--- src/rtl/bin2bcd_pkg.sv ---
// Shared types and constants for the sequential binary-to-BCD converter.
package bin2bcd_pkg;

    typedef enum logic [1:0] {
        IDLE  = 2'd0,
        SHIFT = 2'd1,
        DONE  = 2'd2
    } state_t;

    localparam int          DIGIT_W           = 4;
    localparam logic [3:0]  BCD_MAX_PER_DIGIT = 4'd9;

    // 10^n, used as the first operand value that no longer fits in n digits.
    function automatic logic [31:0] pow10(input int n);
        logic [31:0] r;
        r = 32'd1;
        for (int i = 0; i < n; i++) begin
            r = r * 32'd10;
        end
        return r;
    endfunction

endpackage

--- src/rtl/bcd_digit_adj.sv ---
// Add-3 correction applied to one BCD digit before each shift of the double-dabble loop.
module bcd_digit_adj
    import bin2bcd_pkg::*;
(
    input  logic [DIGIT_W-1:0] din,
    output logic [DIGIT_W-1:0] dout
);

    assign dout = (din >= 4'd5) ? (din + 4'd3) : din;

endmodule

--- src/rtl/bin2bcd_seq.sv ---
// Sequential shift-and-add-3 binary-to-BCD converter, one bit per cycle.
// Build option: define BIN2BCD_SAT_EN to saturate bcd to all nines on overflow.
module bin2bcd_seq
    import bin2bcd_pkg::*;
#(
    parameter int BIN_W  = 14,
    parameter int DIGITS = 4
) (
    input  logic                        clk,
    input  logic                        rst,
    input  logic                        start,
    input  logic [BIN_W-1:0]            bin,
    output logic                        busy,
    output logic                        done,
    output logic [DIGIT_W*DIGITS-1:0]   bcd,
    output logic                        overflow
);

    localparam int          BCD_W = DIGIT_W * DIGITS;
    localparam int          CNT_W = $clog2(BIN_W + 1);
    localparam logic [31:0] LIMIT = pow10(DIGITS);

    state_t             state_q, state_d;
    logic [CNT_W-1:0]   cnt_q, cnt_d;
    logic [BIN_W-1:0]   bin_sh_q, bin_sh_d;
    logic [BCD_W-1:0]   scratch_q, scratch_d;
    logic               ovf_pend_q, ovf_pend_d;
    logic               busy_q, busy_d;
    logic               done_q, done_d;
    logic [BCD_W-1:0]   bcd_q, bcd_d;
    logic               overflow_q, overflow_d;
    logic [BCD_W-1:0]   adj;

    for (genvar g = 0; g < DIGITS; g++) begin : g_adj
        bcd_digit_adj u_adj (
            .din  (scratch_q[g*DIGIT_W +: DIGIT_W]),
            .dout (adj[g*DIGIT_W +: DIGIT_W])
        );
    end

    always_comb begin
        state_d    = state_q;
        cnt_d      = cnt_q;
        bin_sh_d   = bin_sh_q;
        scratch_d  = scratch_q;
        ovf_pend_d = ovf_pend_q;
        busy_d     = busy_q;
        done_d     = 1'b0;
        bcd_d      = bcd_q;
        overflow_d = overflow_q;

        case (state_q)
            IDLE: begin
                if (start) begin
                    bin_sh_d   = bin;
                    scratch_d  = '0;
                    cnt_d      = CNT_W'(BIN_W);
                    ovf_pend_d = (32'(bin) >= LIMIT);
                    busy_d     = 1'b1;
                    state_d    = SHIFT;
                end
            end
            SHIFT: begin
                // Top bit of the corrected scratch falls off: result is bin mod 10^DIGITS.
                scratch_d = {adj[BCD_W-2:0], bin_sh_q[BIN_W-1]};
                bin_sh_d  = {bin_sh_q[BIN_W-2:0], 1'b0};
                cnt_d     = cnt_q - CNT_W'(1);
                if (cnt_q == CNT_W'(1)) begin
                    state_d = DONE;
                end
            end
            DONE: begin
`ifdef BIN2BCD_SAT_EN
                bcd_d = ovf_pend_q ? {DIGITS{BCD_MAX_PER_DIGIT}} : scratch_q;
`else
                bcd_d = scratch_q;
`endif
                overflow_d = ovf_pend_q;
                done_d     = 1'b1;
                busy_d     = 1'b0;
                state_d    = IDLE;
            end
            default: begin
                state_d = IDLE;
                busy_d  = 1'b0;
            end
        endcase
    end

    always_ff @(posedge clk) begin
        if (rst) begin
            state_q    <= IDLE;
            cnt_q      <= '0;
            busy_q     <= 1'b0;
            done_q     <= 1'b0;
            bcd_q      <= '0;
            overflow_q <= 1'b0;
        end else begin
            state_q    <= state_d;
            cnt_q      <= cnt_d;
            busy_q     <= busy_d;
            done_q     <= done_d;
            bcd_q      <= bcd_d;
            overflow_q <= overflow_d;
        end
        // Datapath registers are always loaded before use, so they skip reset.
        bin_sh_q   <= bin_sh_d;
        scratch_q  <= scratch_d;
        ovf_pend_q <= ovf_pend_d;
    end

    assign busy     = busy_q;
    assign done     = done_q;
    assign bcd      = bcd_q;
    assign overflow = overflow_q;

endmodule

--- config.mk ---
export PLATFORM = sky130hd
export DESIGN_NAME = bin2bcd_seq
export DESIGN_NICKNAME = d
export VERILOG_FILES = /design/src/rtl/bin2bcd_pkg.sv /design/src/rtl/bcd_digit_adj.sv /design/src/rtl/bin2bcd_seq.sv
export SDC_FILE = /design/constraint.sdc
export NUM_CORES = 1
export LEC_CHECK = 0
export CAP_MARGIN = 10
export CORE_ASPECT_RATIO = 0.6
export CORE_MARGIN = 2
export CORE_UTILIZATION = 48
export DETAILED_ROUTE_END_ITERATION = 10
export PLACE_DENSITY_LB_ADDON = 0.15
export SLEW_MARGIN = 40
export SYNTH_ARGS = -nofsm -noshare
export SYNTH_HDL_FRONTEND = slang
export SYNTH_SLANG_ARGS = --single-unit
--- constraint.sdc ---
create_clock -name clk -period 1.5 [get_ports clk]
set_input_delay 0.225 -clock clk [delete_from_list [all_inputs] [get_ports clk]]
set_output_delay 0.225 -clock clk [all_outputs]
set_load 0.05 [all_outputs]
**Word-level counts from Yosys, hierarchy flattened**

Cells that the tools add are included.

- Output and inout port bits: 19
- Register bits: 56
- Input bits: 17
- Word-level logic and storage cells: 47

- Add/sub/neg operators: 5
- Equal/unequal tests: 5
- Reduce and logical (&&, ||, !) cells: 6
- Magnitude comparators: 5
- Muxes and demuxes: 16
- Bitwise logic cells: 1

Operators with widths:

| kind | number |
|---|---|
| $pmux W16 S2 | 1 |
| $pmux W14 S2 | 1 |
| $ge A4 B3 Y1 const B | 4 |
| $mux W16 | 1 |
| $mux W4 | 4 |
| $ge A14 B14 Y1 const B | 1 |
| $mux W14 | 1 |
| $add A4 B2 Y4 const B | 3 |
| $pmux W4 S2 | 1 |
| $reduce_and A2 Y1 | 4 |
| $eq A4 B1 Y1 const B | 1 |
| $mux W2 | 2 |
| $ne A2 B2 Y1 const B | 2 |
| $pmux W2 S2 | 1 |
| $sub A4 B1 Y4 const B | 1 |
| $add A3 B2 Y3 const B | 1 |
| $mux W3 | 1 |
| $eq A2 B1 Y1 const B | 1 |
| $eq A2 B2 Y1 const B | 1 |
| $logic_not A2 Y1 | 1 |
| $mux W1 | 2 |
| $pmux W1 S2 | 1 |
| $reduce_bool A2 Y1 | 1 |
| $not A1 Y1 | 1 |

**Depth between registers and ports, before layout**

- Depth in word-level cells: 3
- Depth in mapped cells: 5
- Gate-level depth less buffers: 5

**Hierarchy**

From an unflattened synthesis, not the netlist that was laid out.

- Cells, all modules: 243
- Area total of the unflattened synthesis: 2571.2 sq um

Modules (own cells, without submodules):

| module | instances | area an instance (sq um) | seq. area each (sq um) | cells an instance |
|---|---|---|---|---|
| bin2bcd_seq | 1 | 2165.8 | 1431.4 | 179 |
| bcd_digit_adj | 4 | 101.3 | 0.0 | 16 |

**Worst setup path before layout**

Ideal clock, no wire load.

- Path type: register to register
- Start: reg scratch_q[8]
- End: reg scratch_q[10] (data pin)
- Clock period less this slack: 1601 ps
- Library setup time: 260 ps
- Required time: 1240 ps
- Stages on the path, launching flop included: 5
- Path slack: -101 ps
- Arrival: 1341 ps
- Path buffers: 0
- Path through: edfxtp_1 > ha_1 > nand2b_1 > a21oi_1 > mux2_2

- Longest elaborated chain between the ends: 3
- Elaborated cells on any way between the ends: 4
- Those cells by class: 1 x add/sub; 1 x order compare; 2 x mux

RTL lines:

| element | RTL line | RTL |
|---|---|---|
| from (decl) | bin2bcd_seq.sv:26 | `logic [BCD_W-1:0] scratch_q, scratch_d;` |
| from (signal assigned) | bin2bcd_seq.sv:108 | `scratch_q <= scratch_d;` |
| $add A4 B2 Y4 or $ge A4 B3 Y1 (tied branches) | bcd_digit_adj.sv:9 | `assign dout = (din >= 4'd5) ? (din + 4'd3) : din;` |
| $mux W4 * | bcd_digit_adj.sv:9 |  |
| $pmux W16 S2 * | bin2bcd_seq.sv:52 | `case (state_q)` |

Mark *: on every way between the ends. The rest lies on a longest branch, timed or not.
A chain may end at the register's enable or synchronous reset.

**Worst setup path after layout**

- Start: reg scratch_q[0]
- End: reg scratch_q[2] (data pin)

The elaborated chain is that of the path after synthesis.

==> results by group <==
Outcome
  • Outcome: finished, violations left
  • Failing checks: negative setup slack

STA
  • Fin. Hold Viols: 0
  • Period utilisation layout: 1.019
  • RSZ-0062 raised after global routing: true
  • Worst slew pin tran: 0.2806 ns
  • Slew HR: 0.8112
  • Min cycle time layout: 1.529 ns
  • Fmax achieved: 654.0 MHz
  • Final setup fails: 2
  • Final setup margin: -0.02912 ns
  • Min Hold Slack: 0.4576 ns
  • Max-slew violations: 0
  • Final Skew: 0.01075 ns

Power and ir drop
  • Sequential power share: 0.558
  • Pwr per Cell Area: between 1000 and 1500 mW/mm2
  • Logic pwr share: 0.201
  • Worst vdd ir: 0.6052 mV
  • Net Sw Frac: 0.2684
  • NetSw: about 900 uW
  • Clk network pwr share: 0.241
  • Leak pwr: 0.001336 uW
  • Internal power: 2445 uW

Global route
  • Largest net degree at the start of global routing: 26
  • Initial antenna violation count: 0
  • Vias in the first global route: 1722
  • Global-route usage over all layers: 0.1734
  • GRT Residual Overflow: 0
  • First-pass GRT wire length: 7955 um

Synth
  • Syn nets: 293
  • Synth Instances: about 270
  • Mean Syn Cell Area: 9.492 um2
  • Post-Synth Simple-Gate Area: 0.2081
  • Largest family of logic cells by synthesized area: simple AND/OR/NAND/NOR gates
  • Synth cell types: 29
  • Fraction of registers with async set/reset: 0
  • Most common flop cell mapped by yosys: edfxtp_1
  • XOR/XNOR Fraction of Synth Area: 0.01041
  • #FFs+latches synth: 56
  • Sequential area share after synthesis: 0.5669
  • Adder-Cell Fraction of Synth Area: 0.04955
  • EDFF count, synth: 31
  • Multiplexer area fraction after synthesis: 0.03320
  • Post-synthesis compound-gate area fraction: 0.08821
  • Synth Warn #: 0
  • Synthesized area: 0.002525 mm2

Floorplan
  • Io pins: 36
  • Core area: 0.005055 mm2
  • DIE AREA: 0.005875 mm2
  • Vert. Die Dim: ~60 um
  • FP Rows: 20
  • Die width: between 90 and 100 um
  • Starting Density: 0.4995

Detailed routing
  • Initial DRC Count: 98
  • Drt via density: 4.928
  • Post-route ant nets: 0
  • DRT Pass-1 Iters: 4
  • WL final: 4996 um
  • Via Count: approximately 1900
  • DRC: 0
  • Routed length per instance: 12.88 um

Critical path
  • Arr. time, crit path: 1.59 ns
  • Startpoint types: flip-flop
  • R2r startpoint: scratch_q[0]
  • Worst endpoint required time: 1.56 ns
  • CP peak stage delay: 0.47 ns
  • Slowest-stage cell, CP: edfxtp_1
  • Critical setup path kind: flip-flop to flip-flop
  • CP max FO: 5
  • Crit path cell chain: ha_2 -> nand2b_4 -> a21oi_4 -> mux2_4
  • CP endpoint kind: flip-flop
  • CP startpoint: scratch_q[0]

CTS
  • CTS sink cnt: 56
  • Clock transition at the registers of the reported paths: around 0.10 ns
  • Worst-case clock buffer depth: 2
  • Hold buffers post-CTS: 0
  • CTS tree: built
  • CTS Buf Count: 5
  • Clock Tree Root: clkbuf_8
  • H-Tree Depth: 2
  • Clk_lat worst skew: 0.30 ns

Worst hold path
  • Hold_sp: bcd[6]
  • Worst Hold Class: flip-flop to flip-flop

Layout
  • Fill count: 393
  • Cell Count, Final, Fillers Out: 388
  • Diode count: 0
  • Area growth from synthesis to layout: 29.98%
  • Proportion of layout cells with a drive suffix above 1: 0.2484
  • Most frequent cells in the layout: nand2_1, buf_4, edfxtp_1
  • Nets: 348
  • Commonest non-fill, non-tap cell in the layout: nand2_1

Placement
  • Post-Place Setup Slack: -0.04469 ns
  • Hpwl dp: approximately 3400 um
  • # placed instances: 378
  • GP Congestion: just under 0.8
  • Input/output buffers: 35

Flow run
  • # Max-Cap Violations: 0
-- cell type report --
| class | count | area (um2) | area share |
|---|---|---|---|
| flip-flops and latches | 56 | 1431 | 0.4361 |
| well taps | 66 | 82.58 | 0.02516 |
| clock inverters | 1 | 8.758 | 0.002669 |
| repair buffers | 61 | 523.0 | 0.1594 |
| inverters | 11 | 41.29 | 0.01258 |
| clock buffers | 7 | 76.32 | 0.02326 |
| multi-input cells | 186 | 1119 | 0.3408 |
-- synth_stat cells (3+ instances only) --
cell	number	area, um2
a211oi_1	4	30.03
a21oi_1	26	130.1
buf_2	4	20.02
buf_4	4	30.03
clkbuf_1	5	18.77
dfxtp_1	25	500.5
edfxtp_1	31	930.9
ha_1	10	125.1
inv_1	11	41.29
mux2_2	3	33.78
mux2i_1	5	50.05
nand2_1	89	334.1
nand2b_1	6	37.54
nor2_1	13	48.80
nor2b_1	3	18.77
nor3_1	8	40.04
o21ai_0	3	15.01
xor2_1	3	26.28
-- per-layer routing --
metal | track usage | up-vias | routed length [um]
met4 | 0.03571 | 0 | 19
met5 | 0 | - | 0
met3 | 0.03977 | 2 | 181
met2 | 0.2690 | 33 | 2105
met1 | 0.2522 | 882 | 2690
li1 | - | 995 | -
-- state kept, by name, summed over array words and instances (netlist names) --
name        count
state_q         2
cnt_q           4
ovf_pend_q      1
overflow        1
done            1
busy            1
scratch_q      16
bin_sh_q       14
bcd            16
-- power groups by stage --
| stage | clock network [uW] | logic [uW] | registers, uW |
|---|---|---|---|
| 2_1_floorplan | 0 | 342 | 1880 |
| 3_3_place_gp | 0 | 568 | 1880 |
| 3_5_place_dp | 0 | 580 | 1890 |
| 4_1_cts | 835 | 591 | 1850 |
| 5_1_grt | 889 | 746 | 1880 |
| 6_report | 804 | 673 | 1870 |
-- worst paths after layout --
path,endpoint,slack (ns),cells after the start
setup / recovery,scratch_q[2],-0.03,4
hold / removal,bcd[6],0.46,2
setup reg to reg,scratch_q[2],-0.03,4
hold reg to reg,bcd[6],0.46,2
-- per-stage QoR --
step	TNS [ns]	area, um2	power (uW)	utilization
after floorplan	-0.006224	2562	2227	-
after global placement	0	3087	2452	0.6106
after detailed placement	-0.1077	3087	2468	0.6106
after CTS	-0.05467	3187	3278	0.6304
after global routing	-0.2366	3282	3519	0.6493
final	-0.05431	3282	3343	0.6493
-- worst max-delay path, delay by kind of cell (launching register included) --
kind                       cells  cell delay, ns
and+or+nand+nor                1            0.14
AOI/OAI and AO/OA              1            0.16
adders and majority gates      1            0.21
DFF                            1            0.47
muxes                          1            0.31
-- cell families after synthesis --
family | after synthesis
compound gates | 39
xor+xnor | 3
fa+ha+maj | 10
buf+inv | 24
flops | 56
mux | 8
simple gates | 126
-- repair_timing --
item / 4_1_cts / 5_1_grt
resized for setup: 0 / 20
setup endpoints to repair: 2 / 7
pin swaps: 0 / 9
gates cloned: 0 / 0
buffers inserted: 2 / 0
(Power assumes the default switching activity.)
